--- config.mk ---
export PLATFORM = sky130hd
export DESIGN_NAME = imm_ext_pipe
export DESIGN_NICKNAME = d
export VERILOG_FILES = /design/src/rtl/imm_ext_pkg.sv /design/src/rtl/imm_ext_pipe_field_ext.sv /design/src/rtl/imm_ext_pipe.sv
export SDC_FILE = /design/constraint.sdc
export NUM_CORES = 1
export LEC_CHECK = 0
export ABC_AREA = 1
export BUFFER_PORTS_ARGS = -buffer_cell sky130_fd_sc_hd__buf_2
export CAP_MARGIN = 20
export CORE_MARGIN = 2
export CORE_UTILIZATION = 41
export CTS_CLUSTER_DIAMETER = 200
export CTS_CLUSTER_SIZE = 28
export DETAILED_ROUTE_END_ITERATION = 16
export GPL_ROUTABILITY_DRIVEN = 0
export PLACE_DENSITY_LB_ADDON = 0.25
export SLEW_MARGIN = 20
export SYNTH_ARGS = -nofsm -noshare
export SYNTH_HDL_FRONTEND = slang
export SYNTH_SLANG_ARGS = --single-unit
--- constraint.sdc ---
create_clock -name Clk -period 1.2 [get_ports Clk]
set_input_delay 0.18 -clock Clk [delete_from_list [all_inputs] [get_ports Clk]]
set_output_delay 0.18 -clock Clk [all_outputs]
set_load 0.005 [all_outputs]
--- src/rtl/imm_ext_pkg.sv ---
// Shared types and field widths for the pipelined immediate/offset extractor.
package imm_ext_pkg;

  typedef enum logic [2:0] {
    IMM5  = 3'd0,
    OFF6  = 3'd1,
    OFF9  = 3'd2,
    OFF11 = 3'd3,
    TRAP8 = 3'd4
  } imm_mode_e;

  localparam int W_IMM5  = 5;
  localparam int W_OFF6  = 6;
  localparam int W_OFF9  = 9;
  localparam int W_OFF11 = 11;
  localparam int W_TRAP8 = 8;

  // Encodings 5..7 have no field behind them.
  function automatic logic is_legal_mode(input logic [2:0] m);
    return (m <= 3'(TRAP8));
  endfunction

endpackage

--- src/rtl/imm_ext_pipe_field_ext.sv ---
// Combinational field extractor: picks the immediate selected by mode out of IR
// and sign- or zero-extends it to WORD_W bits; illegal modes yield 0.
module field_ext
  import imm_ext_pkg::*;
#(
  parameter int WORD_W = 16
) (
  input  logic [WORD_W-1:0] IR,
  input  logic [2:0]        mode,
  output logic [WORD_W-1:0] ext,
  output logic              illegal
);

  // Bits above the widest field never feed the result.
  logic unused_ir_hi;
  assign unused_ir_hi = ^IR[WORD_W-1:W_OFF11];

  always_comb begin
    // NOTE: every output gets a default first so no path through the case infers a latch.
    ext     = '0;
    illegal = !is_legal_mode(mode);
    case (imm_mode_e'(mode))
      IMM5:    ext = {{(WORD_W-W_IMM5){IR[W_IMM5-1]}},   IR[W_IMM5-1:0]};
      OFF6:    ext = {{(WORD_W-W_OFF6){IR[W_OFF6-1]}},   IR[W_OFF6-1:0]};
      OFF9:    ext = {{(WORD_W-W_OFF9){IR[W_OFF9-1]}},   IR[W_OFF9-1:0]};
      OFF11:   ext = {{(WORD_W-W_OFF11){IR[W_OFF11-1]}}, IR[W_OFF11-1:0]};
      TRAP8:   ext = {{(WORD_W-W_TRAP8){1'b0}},          IR[W_TRAP8-1:0]};
      default: ext = '0;
    endcase
  end

endmodule

--- src/rtl/imm_ext_pipe.sv ---
// Two-stage valid/ready immediate extractor with optional base+offset adder.
// Define IMM_ADDR_ADD_EN to build the adder; otherwise addr_out is tied to 0.
module imm_ext_pipe
  import imm_ext_pkg::*;
#(
  parameter int WORD_W    = 16,
  parameter int ERR_CNT_W = 8
) (
  input  logic                 Clk,
  input  logic                 Reset,
  input  logic                 in_valid,
  output logic                 in_ready,
  input  logic [WORD_W-1:0]    IR,
  input  logic [2:0]           mode,
  input  logic [WORD_W-1:0]    base,
  output logic                 out_valid,
  input  logic                 out_ready,
  output logic [WORD_W-1:0]    ext_out,
  output logic [WORD_W-1:0]    addr_out,
  output logic                 err,
  output logic [ERR_CNT_W-1:0] err_cnt
);

  logic                 s1_v, s2_v;
  logic [WORD_W-1:0]    ir_s1;
  logic [2:0]           mode_s1;
  logic [WORD_W-1:0]    ext_s1;
  logic                 illegal_s1;
  logic [WORD_W-1:0]    ext_q;
  logic                 err_q;
  logic [ERR_CNT_W-1:0] err_cnt_q;
  logic                 s1_ready, s2_ready;
  logic                 in_fire, s1_adv, out_fire;

  assign s2_ready = !s2_v || out_ready;
  assign s1_ready = !s1_v || s2_ready;
  // Held low while Reset is asserted so nothing is offered as accepted during reset.
  assign in_ready = s1_ready && !Reset;
  assign in_fire  = in_valid && s1_ready;
  assign s1_adv   = s1_v && s2_ready;
  assign out_fire = s2_v && out_ready;

  field_ext #(.WORD_W(WORD_W)) u_field_ext (
    .IR      (ir_s1),
    .mode    (mode_s1),
    .ext     (ext_s1),
    .illegal (illegal_s1)
  );

  // NOTE: S1 payload needs no reset; s1_v qualifies it and reset clears s1_v.
  always_ff @(posedge Clk) begin
    if (in_fire) begin
      ir_s1   <= IR;
      mode_s1 <= mode;
    end
  end

  always_ff @(posedge Clk or posedge Reset) begin
    // NOTE: state uses non-blocking assignments so all registers update from pre-edge values.
    if (Reset) begin
      s1_v      <= 1'b0;
      s2_v      <= 1'b0;
      ext_q     <= '0;
      err_q     <= 1'b0;
      err_cnt_q <= '0;
    end else begin
      if (s1_ready) s1_v <= in_valid;
      if (s2_ready) s2_v <= s1_v;
      if (s1_adv) begin
        ext_q <= ext_s1;
        err_q <= illegal_s1;
      end
      if (out_fire && err_q && (err_cnt_q != '1))
        err_cnt_q <= err_cnt_q + ERR_CNT_W'(1);
    end
  end

`ifdef IMM_ADDR_ADD_EN
  logic [WORD_W-1:0] base_s1;
  logic [WORD_W-1:0] addr_q;

  always_ff @(posedge Clk) begin
    if (in_fire) base_s1 <= base;
  end

  // Illegal modes pass the base through untouched; the add wraps modulo 2^WORD_W.
  always_ff @(posedge Clk or posedge Reset) begin
    if (Reset)       addr_q <= '0;
    else if (s1_adv) addr_q <= illegal_s1 ? base_s1 : base_s1 + ext_s1;
  end

  assign addr_out = addr_q;
`else
  logic unused_base;
  assign unused_base = ^base;
  assign addr_out    = '0;
`endif

  assign out_valid = s2_v;
  assign ext_out   = ext_q;
  assign err       = err_q;
  assign err_cnt   = err_cnt_q;

endmodule

Word-level counts from Yosys, hierarchy flattened
Index checks and enable logic that the tools add are counted.
{"block": "totals", "ram_bits": 0, "output_inout_bits": 43, "latch_bits": 0, "in_bits": 39, "romBits": 0, "wordCells": 28, "memories": 0, "register_bits": 41}
{"block": "classes", "bitwise_logic": 0, "reduce_logical": 13, "shifts": 0, "n_addsub": 1, "mul": 0, "div_mod_pow": 0, "n_lt_le_gt_ge": 1, "n_eq_ne": 5, "mux": 1}
{"operator": "$pmux 16 s5", "count": 1}
{"operator": "$add 8x1->8 const B", "count": 1}
{"operator": "$ne 8x8->1 const B", "count": 1}
{"operator": "$eq 3x2->1 const B", "count": 2}
{"operator": "$logic_and 1x1->1", "count": 6}
{"operator": "$logic_not 1->1", "count": 4}
{"operator": "$eq 3x1->1 const B", "count": 1}
{"operator": "$eq 3x3->1 const B", "count": 1}
{"operator": "$le 3x3->1 const B", "count": 1}
{"operator": "$logic_not 3->1", "count": 1}
{"operator": "$logic_or 1x1->1", "count": 2}

Logic depth before layout (Yosys ltp)
{"block": "depth", "depth_word": 4, "depth_mapped": 9, "mapped_depth_nobuf": 9}

Modules after synthesis
From an unflattened synthesis, not the netlist that was laid out.
{"block": "hier_totals", "cells_unflattened": 231, "area_unflattened_um2": 2147.1}
{"module": "imm_ext_pipe", "instances": 1, "area_per_inst_um2": 1928.1, "seq_area_each_um2": 1246.2, "cells_each": 187}
{"module": "field_ext", "instances": 1, "area_per_inst_um2": 219.0, "seq_area_each_um2": 0.0, "cells_each": 44}

Least setup slack after synthesis
Ideal clock, no wire load.
{"block": "synth_timing", "path_type": "reg2reg", "from": "reg err_cnt_q[0] (netlist: err_cnt[0])", "to": "reg err_cnt_q[3] (netlist: err_cnt[3])", "setup_ps": 117, "t_arrival_ps": 1126, "slack_ps": -43, "path_stages_with_launch": 10, "t_required_ps": 1083, "path_buffers": 0, "synth_period_minus_slack_ps": 1243, "cell_sequence": "dfrtp_1 > ha_1 > inv_1 > nor2_4 > nand2_2 > nand2_4 > inv_4 > nand2_2 > nand2_1 > nand2_1"}
{"block": "synth_via", "elab_chain_len": 2, "elab_cells_between_ends": 3, "cone_classes": "add/sub (1); eq/ne (1); reduce/logical (1)"}
{"element": "start: declaration", "line_no": "imm_ext_pipe.sv:31", "source": "logic [ERR_CNT_W-1:0] err_cnt_q;"}
{"element": "start signal: assignment", "line_no": "imm_ext_pipe.sv:74", "source": "err_cnt_q <= err_cnt_q + ERR_CNT_W'(1);"}
{"element": "parallel branches: the longest is 2 deep, another holds $add 8x1->8"}
Parallel ways; which one is timed is not known.
A chain may end at the register's enable or synchronous reset.

Worst setup path in the final report
Same ends and word-level chain as after synthesis.

==> summary.txt <==
Place
  • Placed Cells: between 200 and 300
  • Placed inst area: 1991 µm²
  • DP HPWL: 2.306 mm
  • Port bufs: between 40 and 50

Global route
  • Initial antenna violation count: 0
  • Vias in the first global route: roughly 1,100
  • Largest net degree at the start of global routing: 23
  • First-pass GRT wire length: roughly 4.7 mm
  • Grt ovf: 0
  • Total Routing Usage GR: 0.1434

Synth
  • Syn Area/Cell: just under 10 µm²
  • Leading post-synthesis cells by cell area: dfrtp_1 32%, edfxtp_1 24%, nand2_1 12%, buf_4 9.1%, inv_1 3.7%
  • Post-synth top area cell: dfrtp_1
  • Ys Warns: 0
  • Top-area cell type share of the netlist area: 0.3188
  • Post-Syn Instances: between 150 and 200
  • Flops & latches, synth: 36
  • Yosys cell types: 24
  • Mapped Area: roughly 1700 µm²
  • Sequential area share after synthesis: 0.5623

Drt
  • Routed vias/inst: around 4.5
  • Routed wire length: 3.179 mm
  • Drt pass-1 iters: 4
  • Routed via count: roughly 1,300
  • DRC errors left: 0
  • Detailed Route Iter0 Violations: 39
  • DRT antenna net count: 0
  • Routed WL per cell: 10.96 µm

Final layout
  • Design area: 2218 µm²
  • Post-Layout Cell Count: 290
  • Utilization after layout: 0.5506
  • P&R area growth vs syn: 28.48%
  • Most frequent cells in the layout: 48 x nand2_1, 44 x buf_2, 21 x dfrtp_1, 16 x conb_1
  • Ant. Diodes: 0
  • NumNets Final: ~280
  • Leading cell type in the layout, fill and taps excluded: nand2_1
  • Fraction of layout cells with a size suffix above 1: 0.4125

Pwr
  • Leakage: 1.166 nW
  • Switch share: 0.3200
  • PwrDens: roughly 1600 nW/µm²
  • Sequential power share: 0.477
  • Clock power share: 0.226
  • Worst VDD drop: 0.0007707 V
  • Internal power: 2.422 mW
  • Part of the power in combinational logic: 0.297
  • Switch Pwr: around 1.1 mW

Clock network
  • Clk sinks: 36
  • CTS tree: built
  • Inserted Clock Buffers: 5
  • Max Root-Sink Buffers: 2
  • Clock latency on the worst-skew pair: about 0.29 ns
  • Max H-tree Level: 2
  • Root Buffer Master: clkbuf_8
  • Clk slew on worst S/H paths: around 0.070 ns

Critical path
  • Worst Path Required: between 1 and 1.5 ns
  • Startpoint Class: flip-flop
  • Worst-path maximum fanout: 8
  • Critical path's slowest cell: dfrtp_1
  • Setup crit end kind: flip-flop
  • CP arrival: 1.44 ns
  • Critical path class: flip-flop to flip-flop
  • Crit path cell chain: ha_2, inv_2, nor2_4, nand2_2, nand2_4, inv_8, nand2_2, nand2_1, nand2_1
  • CP max stage delay: 0.38 ns

Die
  • Chip height: just under 70 µm
  • Core Region: between 4000 and 5000 µm²
  • Io pins: 82
  • Rows: 23
  • Die width: 68.90 µm
  • Full die area: 4747 µm²
  • Starting Density: 0.4286

STA
  • Tcrit/Tclk final: 1.039
  • Endpoints failing hold: 0
  • Clk_skew: a little over 0.007 ns
  • Fin worst setup slack: -0.04702 ns
  • Fmax: 0.8019 GHz
  • Unrepaired setup endpoints after global routing: true
  • Clock period minus worst slack: about 1.2 ns
  • Final Setup Violations: 6
  • Hold_ws: roughly 0.026 ns
  • Setup_tns: -0.1554 ns
  • Max Slew Vio Count: 0

Outcome
  • Failing checks: setup timing
  • Status: complete, but fails checks

Job
  • Total of max-cap violations: 0

Hold path
  • Hold/Removal Path Class: primary input to async pin
-- sequential cells by signal, indices dropped and copies added (netlist names) --
name,cells
ir_s1,11
ext_out,11
out_valid,1
s1_v,1
err_cnt,8
err,1
mode_s1,3
-- cells in the mapped netlist --
| master | n |
|---|---|
| nor2_2 | 3 |
| ha_1 | 1 |
| a21oi_1 | 1 |
| edfxtp_1 | 14 |
| nor2_1 | 2 |
| nor3_1 | 2 |
| dfrtp_1 | 22 |
| buf_4 | 21 |
| nand2_2 | 3 |
| nor2_4 | 3 |
| nand4_1 | 6 |
| nand2_4 | 1 |
| inv_1 | 17 |
| nand3_2 | 1 |
| nand2_1 | 56 |
| xor2_1 | 2 |
| conb_1 | 1 |
| a22o_1 | 5 |
| inv_4 | 1 |
| nand3b_1 | 3 |
| buf_6 | 1 |
| inv_2 | 1 |
| nand3_1 | 9 |
| o21ai_0 | 1 |
-- cell type report --
class	instances	area, µm²
Timing Repair Buffer	61	367.9
Clock buffer	6	72.57
Sequential cell	36	972.2
Multi-Input combinational cell	116	653.1
Fill cell	382	1810
Inverter	19	82.58
Tap cell	50	62.56
Clock inverter	2	7.507
-- kinds of logic after synthesis --
group | count (synthesis) | synth area share
compound gates | 7 | 0.03115
xor+xnor | 2 | 0.01015
fa+ha+maj | 1 | 0.007245
flops | 36 | 0.5623
simple gates | 89 | 0.2464
buf+inv | 41 | 0.1406
other cells | 1 | 0.002172
-- path summary, 6_finish.rpt --
kind	from	endpoint	slack, ns	depth (start not counted)
setup / recovery	err_cnt[0]$_DFFE_PP0P_	err_cnt[3]$_DFFE_PP0P_	-0.05	9
hold / removal	Reset	ext_out[14]$_DFFE_PP0P_	0.03	3
setup reg to reg	err_cnt[0]$_DFFE_PP0P_	err_cnt[3]$_DFFE_PP0P_	-0.05	9
hold reg to reg	ir_s1[1]$_DFFE_PP_	ext_out[1]$_DFFE_PP0P_	0.45	1
max in group asynchronous	Reset	err_cnt[4]$_DFFE_PP0P_	0.93	3
min in group Clk	IR[6]	ir_s1[6]$_DFFE_PP_	0.06	1
-- power by group through the flow --
stage	Sequential, mW	Combinational [mW]	Clock, mW
2_1_floorplan	1.71	0.541	0
3_3_place_gp	1.71	0.874	0
5_1_grt	1.73	1.21	0.884
4_1_cts	1.70	0.932	0.835
3_5_place_dp	1.71	0.900	0
6_report	1.70	1.06	0.805
-- stage by stage --
step	setup slack (ns)	power, mW
2_1_floorplan	-0.01010	2.253
3_3_place_gp	-0.05669	2.580
3_5_place_dp	-0.08161	2.611
4_1_cts	-0.04294	3.464
5_1_grt	-0.1044	3.816
6_report	-0.04702	3.563
-- metal layers --
metal | vias up | GRT usage | part of all wire
met4 | 0 | 0.07353 | 0.025
met3 | 10 | 0.06006 | 0.069
met1 | 587 | 0.1649 | 0.43
li1 | 659 | - | -
met5 | - | 0 | 0
met2 | 52 | 0.2284 | 0.48
-- critical path: cells and delay by family, from the launching register on --
| family | cells | cell delay [ns] |
|---|---|---|
| fa+ha+maj | 1 | 0.20 |
| buf+inv | 2 | 0.19 |
| simple gates | 6 | 0.36 |
| flops | 1 | 0.38 |
-- what timing repair did --
action | CTS | global route
hold buffers | 0 | 0
resized for setup | 7 | 22
cloned | 0 | 1
buffers inserted | 1 | 4
pin swaps | 5 | 8
hold endpoints to repair | 0 | 0
endpoints found under the setup margin | 23 | 35
Power figures use the tool's default switching activity.
